<file path="src/rtl/adc_spi_responder.sv">
// Target-side model of an ADC128S022-style 8-channel serial ADC.
// Oversamples the SPI pins on clk, decodes the channel address and shifts out the selected sample.
module adc_spi_responder #(
  parameter int unsigned DATA_W      = 12,
  parameter int unsigned N_CH        = 8,
  parameter int unsigned SYNC_STAGES = 2
) (
  input  logic                       clk,
  input  logic                       rst,
  input  logic                       adc_cs_n,
  input  logic                       adc_sck,
  input  logic                       adc_din,
  output logic                       adc_dout,
  input  logic [N_CH*DATA_W-1:0]     chan_data,
  output logic [$clog2(N_CH)-1:0]    cur_channel,
  output logic                       frame_done,
  output logic                       frame_abort
);

  localparam int unsigned ADDR_W  = $clog2(N_CH);
  localparam int unsigned FRAME_W = DATA_W + 4;
  localparam int unsigned CNT_W   = $clog2(FRAME_W);

  localparam logic [0:0] IDLE   = 1'b0;
  localparam logic [0:0] ACTIVE = 1'b1;

  localparam logic [CNT_W-1:0] LAST       = CNT_W'(FRAME_W - 1);
  localparam logic [CNT_W-1:0] ADDR_FIRST = CNT_W'(2);
  localparam logic [CNT_W-1:0] ADDR_LAST  = CNT_W'(1 + ADDR_W);

  logic [SYNC_STAGES-1:0] cs_sync, sck_sync, din_sync;
  logic                   cs_prev, sck_prev;
  logic                   cs_s, sck_s, din_s;
  logic                   cs_fall_c, cs_rise_c, sck_rise_c, sck_fall_c;

  logic [0:0]         state, state_nxt;
  logic [FRAME_W-1:0] shreg, shreg_nxt;
  logic [CNT_W-1:0]   rcnt, rcnt_nxt;
  logic [CNT_W-1:0]   fcnt, fcnt_nxt;
  logic [ADDR_W-1:0]  addr_sh, addr_sh_nxt;
  logic [ADDR_W-1:0]  cur_channel_nxt;
  logic               adc_dout_nxt, frame_done_nxt, frame_abort_nxt;
  logic [DATA_W-1:0]  sel_data_c;

  // Pin synchronisers plus one delay stage for edge detection
  always_ff @(posedge clk or posedge rst) begin
    if (rst) begin
      cs_sync  <= '1;
      sck_sync <= '0;
      din_sync <= '0;
      cs_prev  <= 1'b1;
      sck_prev <= 1'b0;
    end else begin
      cs_sync  <= {cs_sync[SYNC_STAGES-2:0], adc_cs_n};
      sck_sync <= {sck_sync[SYNC_STAGES-2:0], adc_sck};
      din_sync <= {din_sync[SYNC_STAGES-2:0], adc_din};
      cs_prev  <= cs_sync[SYNC_STAGES-1];
      sck_prev <= sck_sync[SYNC_STAGES-1];
    end
  end

  assign cs_s       = cs_sync[SYNC_STAGES-1];
  assign sck_s      = sck_sync[SYNC_STAGES-1];
  assign din_s      = din_sync[SYNC_STAGES-1];
  assign cs_fall_c  = cs_prev & ~cs_s;
  assign cs_rise_c  = ~cs_prev & cs_s;
  assign sck_rise_c = ~sck_prev & sck_s;
  assign sck_fall_c = sck_prev & ~sck_s;

  // Sample word of the channel selected for the coming frame
  always_comb begin
    sel_data_c = '0;
    for (int unsigned k = 0; k < N_CH; k++) begin
      if (cur_channel == ADDR_W'(k)) sel_data_c = chan_data[k*DATA_W +: DATA_W];
    end
  end

  always_ff @(posedge clk or posedge rst) begin
    if (rst) begin
      state       <= IDLE;
      shreg       <= '0;
      rcnt        <= '0;
      fcnt        <= '0;
      addr_sh     <= '0;
      cur_channel <= '0;
      adc_dout    <= 1'b0;
      frame_done  <= 1'b0;
      frame_abort <= 1'b0;
    end else begin
      state       <= state_nxt;
      shreg       <= shreg_nxt;
      rcnt        <= rcnt_nxt;
      fcnt        <= fcnt_nxt;
      addr_sh     <= addr_sh_nxt;
      cur_channel <= cur_channel_nxt;
      adc_dout    <= adc_dout_nxt;
      frame_done  <= frame_done_nxt;
      frame_abort <= frame_abort_nxt;
    end
  end

  // Frame sequencing; a cs_n rise takes priority over any SCK edge in the same clk
  always_comb begin
    state_nxt       = state;
    shreg_nxt       = shreg;
    rcnt_nxt        = rcnt;
    fcnt_nxt        = fcnt;
    addr_sh_nxt     = addr_sh;
    cur_channel_nxt = cur_channel;
    adc_dout_nxt    = adc_dout;
    frame_done_nxt  = 1'b0;
    frame_abort_nxt = 1'b0;

    case (state)
      IDLE: begin
        adc_dout_nxt = 1'b0;
        if (cs_fall_c) begin
          shreg_nxt   = FRAME_W'(sel_data_c);
          rcnt_nxt    = '0;
          fcnt_nxt    = '0;
          addr_sh_nxt = '0;
          state_nxt   = ACTIVE;
        end
      end
      ACTIVE: begin
        if (cs_rise_c) begin
          state_nxt       = IDLE;
          adc_dout_nxt    = 1'b0;
          frame_abort_nxt = (rcnt != '0);
        end else if (sck_rise_c) begin
          if (rcnt >= ADDR_FIRST && rcnt <= ADDR_LAST) begin
            addr_sh_nxt = {addr_sh[ADDR_W-2:0], din_s};
          end
          if (rcnt == LAST) begin
            rcnt_nxt        = '0;
            cur_channel_nxt = addr_sh;
            frame_done_nxt  = 1'b1;
          end else begin
            rcnt_nxt = rcnt + 1'b1;
          end
        end else if (sck_fall_c) begin
          // The 16th falling edge reloads so frames run back to back under a held-low cs_n
          if (fcnt == LAST) begin
            shreg_nxt    = FRAME_W'(sel_data_c);
            adc_dout_nxt = 1'b0;
            fcnt_nxt     = '0;
          end else begin
            shreg_nxt    = {shreg[FRAME_W-2:0], 1'b0};
            adc_dout_nxt = shreg[FRAME_W-2];
            fcnt_nxt     = fcnt + 1'b1;
          end
        end
      end
      default: begin
        state_nxt    = IDLE;
        adc_dout_nxt = 1'b0;
      end
    endcase
  end

endmodule

</file>
<file path="config.mk">
export PLATFORM = sky130hd
export DESIGN_NAME = adc_spi_responder
export DESIGN_NICKNAME = d
export VERILOG_FILES = /design/src/rtl/adc_spi_responder.sv
export SDC_FILE = /design/constraint.sdc
export NUM_CORES = 1
export LEC_CHECK = 0
export ABC_AREA = 0
export CORE_ASPECT_RATIO = 0.75
export CORE_MARGIN = 2
export CORE_UTILIZATION = 23
export DETAILED_ROUTE_END_ITERATION = 10
export GPL_TIMING_DRIVEN = 0
export SYNTH_ARGS = -nofsm -noshare
export SYNTH_HDL_FRONTEND = slang
export SYNTH_SLANG_ARGS = --single-unit
</file>
<file path="constraint.sdc">
create_clock -name clk -period 2 [get_ports clk]
set_input_delay 0.4 -clock clk [delete_from_list [all_inputs] [get_ports clk]]
set_output_delay 0.4 -clock clk [all_outputs]
set_load 0.05 [all_outputs]
</file>
==> results list, run 1 <==
- Achievable Freq: 0.528 GHz
- Area taken by multi-input logic gates: 0.00142 mm²
- Max-Slew Margin vs Limit: 43.0%
* Worst vdd rail ir drop: 0.000381 V
- Average footprint of a synthesized cell: 10.4 µm²
- The worst setup path is launched from a register.
- TritonCTS built the clock tree.
- Post-CTS Hold Buffers: 0
* Portion of the clock cycle consumed by the worst path in the final layout: 94.7%
- The path class of the tightest hold or removal check is register to register.
- The detailed router finished its first iteration with 133 violations.
- For the pin with the worst max-slew slack, the measured transition is 0.854 ns.
* Placed wire-length estimate: 6060 µm
- Fraction of registers with async set/reset: 100%
- The detail route stage leaves a number of antenna-violating nets equal to 0.
- Core area: 0.0109 mm²
* Final period demand of the worst path: 1.89 ns
* Synth Instances: 247
- Relative area change from synthesis to final layout: 56.7%
- The final hold violation count was 0.
- Once layout is done, the placed cells without fillers occupy 0.00404 mm².
- Final Routed Wirelength: 7870 µm
* Share of post-route cells with drive strength above 1: 13.2%
- The filler cells instantiated in the layout total 1,072.
- After the flow finishes, the layout carries non-filler instances totaling 503.
- GRT Util Overall: 13.5%
- For this design the static power due to leakage is 1.54 nW.
- Global-route congestion overflow total: 0
- Number of CTS-inserted buffers: 5
- The die is 95.7 µm tall.
- Setup violation total in the final timing report: 0
- For this run, the detailed router's first-pass iteration total came to 4.
- At the placement stage, the worst setup path has a slack of 0.118 ns.
- After synthesis, the netlist uses 39 different library cells.
* Diode count: 0
- The number of cells on the worst reg-to-reg path is 6.
* Count of flip-flops with a built-in enable after synthesis: 0
- Worst-path clk slew: 0.06 ns
* Placement Cell Area: 0.00381 mm²
* Number of sinks handled by clock tree synthesis: 41
* Yosys warnings: 0
- The final route contains 2,391 vias.
* Prevailing post-synth register cell: dfrtp_1
- The worst hold path was traced through 0 stages.
* Root buf cell: clkbuf_16
* Arrival @ worst endpoint: 2.07 ns
* Sum Neg Setup Slack: 0 ns
- In the routed design, unresolved DRC markers number 0.
- Final setup skew: 0.00590 ns
- At the later pin of the worst-skew pair, clock insertion delay measures 0.29 ns.
- The share of the Yosys chip area taken by registers is 39.9%.
- In this run the horizontal extent of the chip is 126 µm.
* Routability cong.: 0.786
* Power density relative to cell area: 675 mW/mm²
- Number of placement rows: 33
- Number of buffers added on ports: 106
* Starting Density: 23.6%
- Final net count: 467
- Pin count of the biggest net entering global routing: 42
* Number of global-route vias before repair: 2,577
- Endpoint of the worst-slack reg-to-reg timing path: shreg[10]$_DFFE_PP0P_
* Start of the worst register-to-register path: cs_sync[1]$_DFF_PP1_
- Post-DR vias/cell: 4.75
* Maximum Capacitance Violations: 0
* Final-report max-slew violation count: 0
- Routed length per instance: 15.6 µm
* Maximum fanout along the worst path: 10
- Post-route worst hold slack: 0.347 ns
- The path with the worst hold slack has its endpoint at din_sync[1]$_DFF_PP0_.
- Antenna violations before repair: 0
* Required @ worst endpoint: 2.18 ns
- Worst Setup End Kind: register
- The setup path with the least slack is of type register to register.
- The number of placed instances, taps included, is 493.
- The setup check on the worst reg-to-reg path leaves a slack of 0.11 ns.
- The H-tree generated during clock tree synthesis spans 2 levels.
* I/O Pins: 107
- Yosys reg bits: 41
- The worst hold path begins at din_sync[0]$_DFF_PP0_.
- The die covers 0.0121 mm².
* Netlist area before placement: 0.00258 mm²
- Across all setup checks in the final design, the least slack found is 0.106 ns.
* Number of nets in the synthesized netlist: 352
- Global-route wire length before repair: 13,000 µm
- Total area of sequential cells: 0.00103 mm²
- The flow ran to the end, and the final reports show no timing, DRC or antenna violations.
- Bufs on Longest Clock Path: 2
==> per-stage QoR <==
stage          utilization [%]  total power, W
2_1_floorplan                -         0.00138
3_3_place_gp              34.9         0.00166
6_report                  36.9         0.00273
3_5_place_dp              34.9         0.00168
5_1_grt                   36.9         0.00288
4_1_cts                   36.6         0.00275
==> layout make-up <==
| cell class | instances | share of cell area (%) |
|---|---|---|
| Clock inverter | 3 | 1.70 |
| Timing Repair Buffer | 108 | 26.6 |
| Tap cell | 140 | 4.34 |
| Buffer | 19 | 2.91 |
| Sequential cell | 41 | 25.5 |
| Clock buffer | 5 | 3.10 |
| Inverter | 7 | 0.650 |
| Multi-Input combinational cell | 180 | 35.2 |
==> logic make-up after synthesis <==
logic type | count (synthesis) | share of synthesized area (%)
compound gates | 55 | 13.8
fa+ha+maj | 4 | 1.94
buf+inv | 26 | 5.34
simple gates | 81 | 17.0
flops | 41 | 39.9
mux | 40 | 22.0
==> where the power goes <==
group	internal [W]	total (W)	switching (W)
Sequential	0.000978	0.00108	0.000101
Clock	0.000719	0.00106	0.000338
Combinational	0.000346	0.000592	0.000246
Total	0.00204	0.00273	0.000685
==> cells in the final DEF, fill, tap and decap left out, drive strengths merged, types with 12 or more instances in the layout <==
cell type      count
a211oi            12
a21oi             14
buf               12
clkbuf            14
clkdlybuf4s50    106
dfrtp             38
mux2i             24
mux4              13
nand2             15
nand3             12
nor2              14
nor3              13
o21ai             17
==> worst max-delay path: stages (launching register included) <==
cell and delay, ns:
dfstp_2 0.58, nand2b_1 0.07, buf_4 0.17, a31oi_4 0.35, clkbuf_4 0.29, nor3_1 0.07
a211oi_1 0.24
==> worst max path at each step <==
stage / from / endpoint / depth (start not counted) / slack [ns]
finish: cs_sync[1]$_DFF_PP1_ / shreg[10]$_DFFE_PP0P_ / 6 / 0.11
global route: cs_sync[1]$_DFF_PP1_ / shreg[11]$_DFFE_PP0P_ / 6 / -0.006
CTS: fcnt[0]$_DFFE_PP0P_ / shreg[10]$_DFFE_PP0P_ / 6 / 0.05
detailed placement: cur_channel[0]$_DFFE_PP0P_ / shreg[10]$_DFFE_PP0P_ / 4 / 0.12
global placement: rst / shreg[13]$_DFFE_PP0P_ / 2 / -0.22
floorplan: cur_channel[0]$_DFFE_PP0P_ / shreg[10]$_DFFE_PP0P_ / 4 / 0.12
==> per-layer routing <==
| layer | global-route usage (%) | vias up | routed length, µm |
|---|---|---|---|
| met1 | 18.3 | 1154 | 3780 |
| met2 | 22.3 | 69 | 3540 |
| met3 | 3.00 | 11 | 424 |
| met5 | 0 | - | 0 |
| li1 | - | 1157 | - |
| met4 | 3.48 | 0 | 116 |
==> what timing repair did <==
item | 4_1_cts | 5_1_grt
resized for setup | 0 | 6
endpoints found under the setup margin | 0 | 4
buffers inserted | 0 | 2
==> registers in the layout (all words and copies together), names as in the netlist <==
name / cells
frame_done: 1
state: 1
frame_abort: 1
cur_channel: 3
rcnt: 4
sck_prev: 1
din_sync: 2
cs_sync: 2
sck_sync: 2
fcnt: 4
cs_prev: 1
addr_sh: 3
shreg: 15
adc_dout: 1
==> synthesized netlist by cell type (2+ instances only) <==
library cell  instances  share of area, %
dfrtp_1              38                37
mux2i_1              24               9.3
o21ai_0              17               3.3
nand2_1              15               2.2
a21oi_1              14               2.7
nor2_1               14               2.0
mux4_2               13                11
nor3_1               13               2.5
a211oi_1             12               3.5
nand3_1              12               2.3
nand3b_1             11               3.2
clkbuf_1              7               1.0
inv_1                 7               1.0
buf_2                 5              0.97
and3_1                4              0.97
ha_1                  4               1.9
buf_4                 3              0.87
buf_6                 3               1.3
dfstp_2               3               3.1
mux2_2                3               1.3
nand2b_1              3              0.73
a22oi_1               2              0.58
a32o_1                2              0.78
nor2b_1               2              0.49
o31ai_1               2              0.58
Power figures use the tool's default switching activity.
==> run 2, diff against run 1 <==
--- a/config.mk
+++ b/config.mk
@@ -8,9 +8,10 @@
 export ABC_AREA = 0
 export CORE_ASPECT_RATIO = 0.75
 export CORE_MARGIN = 2
-export CORE_UTILIZATION = 23
+export CORE_UTILIZATION = 43
 export DETAILED_ROUTE_END_ITERATION = 10
 export GPL_TIMING_DRIVEN = 0
+export PLACE_DENSITY = 0.8
 export SYNTH_ARGS = -nofsm -noshare
 export SYNTH_HDL_FRONTEND = slang
 export SYNTH_SLANG_ARGS = --single-unit
==> constraint.sdc (replaced) <==
create_clock -name clk -period 1.8 [get_ports clk]
set_input_delay 0.36 -clock clk [delete_from_list [all_inputs] [get_ports clk]]
set_output_delay 0.36 -clock clk [all_outputs]
set_load 0.05 [all_outputs]
==> run 2 against run 1 <==
Compared with the run above: sequential share of layout area increased by 0.90 points; critical path type unchanged; hold slack improved by 0.0095 ns; clock skew increased by 0.00053 ns; core utilization increased by 31 points; highest routed layer unchanged; sequential cell count unchanged; combinational power increased by 13%.
==> results list, run 2 (synthesized netlist as in run 1, its figures left out) <==
- In the final layout, the multi-input gates occupy 0.00143 mm².
- Wire segments on met2 add up to 3680 µm in the final route.
- Clock latency on the worst-skew pair: 0.30 ns
- Global routing finished with a remaining overflow of 0.
* I/O Pins: 107
- During placement, the flow inserted port buffers numbering 106.
- Sum Neg Setup Slack: 0 ns
- The root buffer cell chosen for the clock tree is clkbuf_8.
* Core area: 0.00580 mm²
* Cell breakdown of the critical path: clkbuf_1, clkbuf_1, o21ai_0, mux2i_1, a211oi_1
- The most numerous cell type found on the critical path is clkbuf_1.
- Dividing the detail-routed wire length by the instance count gives 17.7 µm.
- Status: finished clean
* Worst vdd rail ir drop: 0.000461 V
- Worst-Margin Slew: 0.821 ns
* Number of CTS-inserted buffers: 5
- The count of nets left with antenna violations once routing finished came out at 0.
* Biggest register: shreg
- The critical path contains buffers and inverters numbering 2 combined.
- Setup violation total in the final timing report: 0
* Maximum Capacitance Violations: 0
- The via count of the first global-routing pass is 2,448.
* H-tree levels: 2
* Number of placement rows: 24
* Relative area change from synthesis to final layout: 51.7%
- The most critical setup path has its startpoint at cur_channel[2]$_DFFE_PP0P_.
* Die ar.: 0.00664 mm²
- 0 antenna diodes ended up in the layout.
- The routed design uses 438 µm of met3 wire.
- Summed over all nets, the half-perimeter wirelength after detailed placement is 5990 µm.
* Final-report max-slew violation count: 0
* RSZ-0062 raised after global routing: yes
- The detailed router placed 2,435 vias in this run.
* DRC: 0
- Class of the tightest hold or removal check: register to register
- Detailed Route Iter0 Violations: 135
- Antenna violations before repair: 0
* Post-DR vias/cell: 5.51
- Bufs on Longest Clock Path: 2
* Most common library cell in the layout ignoring fill and taps: clkdlybuf4s50_1
- For the finished layout, the period the worst path requires is 1.71 ns.
- Starting Density: 44.5%
- The final layout contains 468 nets.
- DIE HEIGHT: 71.1 µm
- At the end of routability-driven placement, the weighted congestion stood at 0.824.
- Portion of the clock cycle consumed by the worst path in the final layout: 95.1%
* Fillers: 463
- Commonest cells after routing, fill and taps aside: clkdlybuf4s50_1 (100), dfrtp_1 (36), mux2i_1 (24), o21ai_0 (17), nand2_1 (15)
- Delay of the slowest cell on the worst path: 0.41 ns
- Data on the critical path arrives at its endpoint at 1.88 ns.
* Hold violation count in the final report: 0
- Top routing layer in use: met4
- Worst-path clk slew: 0.08 ns
* Max reg flops: 15
- Total area of sequential cells: 0.00103 mm²
- Once layout is complete, the cells apart from fillers number 442.
* Number of sinks handled by clock tree synthesis: 41
- Entering global routing, the biggest net connects 42 pins.
- Clock tree from TritonCTS: done
* Final setup skew: 0.00642 ns
- The setup path with the least slack is of type register to register.
- Leakage dissipation: 1.56 nW
- Router iterations before antenna repair: 4
* Inst Count DP: 431
* Worst-case setup slack after placement: -0.0578 ns
- Final Routed Wirelength: 7830 µm
- Across every metal layer, demand over resource in global routing totals 24.5%.
- Setup slack on the critical path of the routed design comes to 0.0886 ns.
- The first global-routing pass estimated 12,700 µm of wire.
- The largest registers in the layout are shreg: 15 flops, fcnt: 4 flops, rcnt: 4 flops.
* Share of post-route cells with drive strength above 1: 14.8%
- The detailed router put a total of 3630 µm of wire on met1.
* Maximum fanout along the worst path: 10
- Post-route worst hold slack: 0.357 ns
- Achievable Freq: 0.584 GHz
* Required @ worst endpoint: 1.97 ns
* Worst Setup End Kind: register
- In this run the critical register-to-register path is launched from cur_channel[2]$_DFFE_PP0P_.
* Chip width: 93.4 µm
- Power density relative to cell area: 668 mW/mm²
- STA classifies the critical path startpoint as a register.
- Cell with the biggest individual delay on the critical path: clkbuf_1
- Measured against its own limit, the worst slew margin works out to 45.2%.
- Hold Path Origin: sck_sync[0]$_DFF_PP0_
- Dominant delay contributor by cell family on the critical path: buffers and inverters
run 2: cell type report:
type,instances,area share (%)
plain buffers,19,3.45
clock buffers,6,1.86
flip-flops and latches,41,26.4
well taps,78,2.50
clock inverters,2,0.992
inverters,7,0.672
repair buffers,109,27.6
multi-input cells,180,36.5
run 2: where the power goes:
part / total, W / switching, W / internal [W]
combinational: 0.000667 / 0.000277 / 0.000390
sequential: 0.00120 / 0.000115 / 0.00108
clock: 0.000745 / 0.000329 / 0.000416
total: 0.00261 / 0.000721 / 0.00189
run 2: final timing paths:
path,end,slack (ns),cells past startpoint
worst max-delay path,shreg[2]$_DFFE_PP0P_,0.09,5
worst min-delay path,sck_sync[1]$_DFF_PP0_,0.36,0
worst max register to register,shreg[2]$_DFFE_PP0P_,0.09,5
min in group asynchronous,frame_done$_DFF_PP0_,0.53,2
worst min register to register,sck_sync[1]$_DFF_PP0_,0.36,0
max in group asynchronous,cur_channel[0]$_DFFE_PP0P_,0.70,2
run 2: stage by stage:
stage	power [W]	instance area [µm²]	utilization [%]
after floorplan	0.00153	2580	-
after global placement	0.00183	3740	64.5
after detailed placement	0.00186	3740	64.5
after CTS	0.00261	3880	66.9
after global routing	0.00276	3910	67.5
final	0.00261	3910	67.5
run 2: layer usage:
layer	global-route usage (%)	vias up
met5	0	-
met4	4.90	0
met3	4.90	8
met2	39.7	69
met1	34.5	1204
li1	-	1154
run 2: timing repair:
item                       in CTS  in global routing
setup endpoints to repair      14                 16
buffers inserted                2                  1
pin swaps                       0                  2
resized for setup              12                  9
hold buffers                    0                  0
cloned                          0                  0
==> run 3, diff against run 2 <==
--- a/config.mk
+++ b/config.mk
@@ -6,12 +6,13 @@
 export NUM_CORES = 1
 export LEC_CHECK = 0
 export ABC_AREA = 0
+export CAP_MARGIN = 10
 export CORE_ASPECT_RATIO = 0.75
 export CORE_MARGIN = 2
 export CORE_UTILIZATION = 43
 export DETAILED_ROUTE_END_ITERATION = 10
 export GPL_TIMING_DRIVEN = 0
-export PLACE_DENSITY = 0.8
+export PLACE_DENSITY_LB_ADDON = 0.3
 export SYNTH_ARGS = -nofsm -noshare
 export SYNTH_HDL_FRONTEND = slang
 export SYNTH_SLANG_ARGS = --single-unit
==> run 3 against run 2 <==
Compared with the run above: design area fell by 0.19%; sequential share of layout area rose by 0.051 points; count of clock-buffer cells in the layout fell by 1; global-route usage rose by 0.085 points; non-clock buffer count did not move; sequential power barely moved; highest routed layer unchanged; total power fell by 4.5%; via count rose by 0.94%; fmax fell by 1.2%.
==> results list, run 3 (synthesized netlist as in run 1, its figures left out) <==
- Worst-Margin Slew: 0.828 ns
- Endpoint of the worst-slack reg-to-reg timing path: shreg[11]$_DFFE_PP0P_
* Portion of the clock cycle consumed by the worst path in the final layout: 96.2%
- Register-to-register setup slack: 0.07 ns
- Antenna violation net count after detailed routing: 0
- Worst vdd rail ir drop: 0.000600 V
* End point of the worst hold path: sck_sync[1]$_DFF_PP0_
- The path class of the tightest hold or removal check is register to register.
- Timing would allow up to 0.578 GHz.
* Post-CTS Hold Buffers: 0
- Root buf cell: clkbuf_8
- Power spread over the standard cell area amounts to 639 mW/mm².
* Number of buffers added on ports: 106
- Summing all multi-input logic gate instances after layout gives 0.00144 mm².
- Router iterations before antenna repair: 4
- Number of buffer and inverter stages on the critical path: 1
- The via count of the first global-routing pass came to 2,506.
* Max-Slew Margin vs Limit: 44.7%
- Across all hold checks on the routed design, the worst slack comes to 0.359 ns.
* Final standard cell utilization of the core: 67.4%
- Antenna violations before repair: 0
* Critical setup path kind: register to primary output
* Core area: 0.00580 mm²
* Routed length per instance: 18.0 µm
- Fillers: 462
* Worst-path clk slew: 0.08 ns
* Cell breakdown of the critical path: dlygate4sd2_1
* Number of CTS-inserted buffers: 5
- Data on the critical path is required at its endpoint by 1.44 ns.
- Max reg flops: 15
* Hold Path Cell Cnt: 0
- The clock passes through at most 2 buffers.
- GRT Util Overall: 24.6%
- I/O Pins: 107
* Share of post-route cells with drive strength above 1: 16.5%
- Worst Setup End Kind: primary output
* Biggest register: shreg
- RSZ-0062 raised after global routing: yes
* Largest registers ranked by flip-flop count: shreg: 15 flops, fcnt: 4 flops, rcnt: 4 flops
* Leakage dissipation: 1.57 nW
- Setup slack on the critical path of the routed design comes to 0.0685 ns.
- Routability-driven placement finished with a final weighted congestion of 0.808.
* Final setup skew: 0.00547 ns
- The top cell types in the final layout, fill and taps aside, are clkdlybuf4s50_1 (100), dfrtp_1 (36), mux2i_1 (23), o21ai_0 (17), nand2_1 (15).
- On the critical path, the stage with the largest delay is an instance of dlygate4sd2_1.
- DIE HEIGHT: 71.1 µm
- Most common library cell in the layout ignoring fill and taps: clkdlybuf4s50_1
- The startpoint identified for the worst register-to-register timing path is fcnt[0]$_DFFE_PP0P_.
- The final hold violation count was 0.
- Adding up every negative setup slack in the final design gives 0 ns.
* Arrival @ worst endpoint: 1.37 ns
- Maximum fanout along the worst path: 9
* Dominant delay contributor by cell family on the critical path: buffers and inverters
- For this block, the routed nets add up to 7960 µm of wire.
* Final net count: 468
* Number of vias in the routed layout: 2,458
* Final Power: 0.00249 W
* Logic depth of the worst path, buffers included: 1
- The first global-routing pass estimated 12,800 µm of wire.
- Pin count of the biggest net entering global routing: 42
- The die covers 0.00664 mm².
- For the worst-skew pair, the clock arrives at the later sink with an insertion delay of 0.29 ns.
* Hold Path Origin: sck_sync[0]$_DFF_PP0_
- In this run the number of H-tree levels came out at 2.
- The clock net in this run drives a total of 41 sinks.
- The repair_antennas step left the layout with diodes totalling 0.
- Placed wire-length estimate: 6030 µm
* Delay of the slowest cell on the worst path: 0.57 ns
- Final-report max-slew violation count: 0
* Setup violation total in the final timing report: 0
- Status: finished clean
- Total area of sequential cells: 0.00103 mm²
- Detailed Route Iter0 Violations: 115
* Post-DR vias/cell: 5.56
- The routed design could run at a clock period as short as 1.73 ns.
- Relative to the synthesized area, the layout overhead comes to 51.4%.
- Max-cap violations in this run came to 0.
- R2R cell count: 6
* Number of placement rows: 24
* Chip width: 93.4 µm
- Global-route congestion overflow total: 0
- Timing analysis after detailed placement gives a worst setup slack of -0.0540 ns.
* Critical path startpoint category: register
- Clock tree from TritonCTS: done
* DRC: 0
- Once the floorplan was initialized, standard cells occupied 44.5% of the core.
run 3: changes by cell type in the layout (fill, tap and decap cells not counted), moves of 2 or more:
cell | previous run | this run
buf_2 | 2 | 4
clkbuf_1 | 5 | 2
a211oi_1 | 11 | 9
a211oi_2 | 1 | 3
run 3: where the power goes:
part | total, W | internal, W | switching, W
clock network | 0.000609 | 0.000275 | 0.000334
logic | 0.000680 | 0.000394 | 0.000286
registers | 0.00120 | 0.00108 | 0.000120
run 3: cell type report:
type	count	area share [%]
Buffer	18	3.24
Clock buffer	5	1.76
Clock inverter	3	0.545
Inverter	7	0.673
Multi-Input combinational cell	180	36.9
Sequential cell	41	26.4
Tap cell	78	2.50
Timing Repair Buffer	110	27.9
run 3: through the flow:
step | cells | instance area (µm²)
final | 442 | 3900
after global routing | 442 | 3900
after CTS | 442 | 3860
after detailed placement | 431 | 3740
after global placement | 431 | 3740
after floorplan | 247 | 2580
run 3: worst max path at each step:
stage | start | endpoint | slack [ns]
2_1_floorplan | cur_channel[0]$_DFFE_PP0P_ | shreg[10]$_DFFE_PP0P_ | 0.04
3_3_place_gp | rst | cur_channel[0]$_DFFE_PP0P_ | -0.45
3_5_place_dp | fcnt[0]$_DFFE_PP0P_ | shreg[2]$_DFFE_PP0P_ | -0.05
4_1_cts | fcnt[0]$_DFFE_PP0P_ | shreg[2]$_DFFE_PP0P_ | 0.0002
5_1_grt | fcnt[0]$_DFFE_PP0P_ | shreg[11]$_DFFE_PP0P_ | -0.05
6_report | cur_channel[0]$_DFFE_PP0P_ | cur_channel[0] | 0.07
run 3: what timing repair did:
action                                  4_1_cts  5_1_grt
endpoints found under the setup margin       14       13
pin swaps                                     0        2
cloned                                        1        0
setup buffers                                 2        1
resized for setup                            11       15
run 3: routing by layer:
metal	global-route usage [%]	wire length [µm]
met5	0	0
met4	6.21	140
met3	4.90	476
met2	38.8	3700
met1	35.0	3640
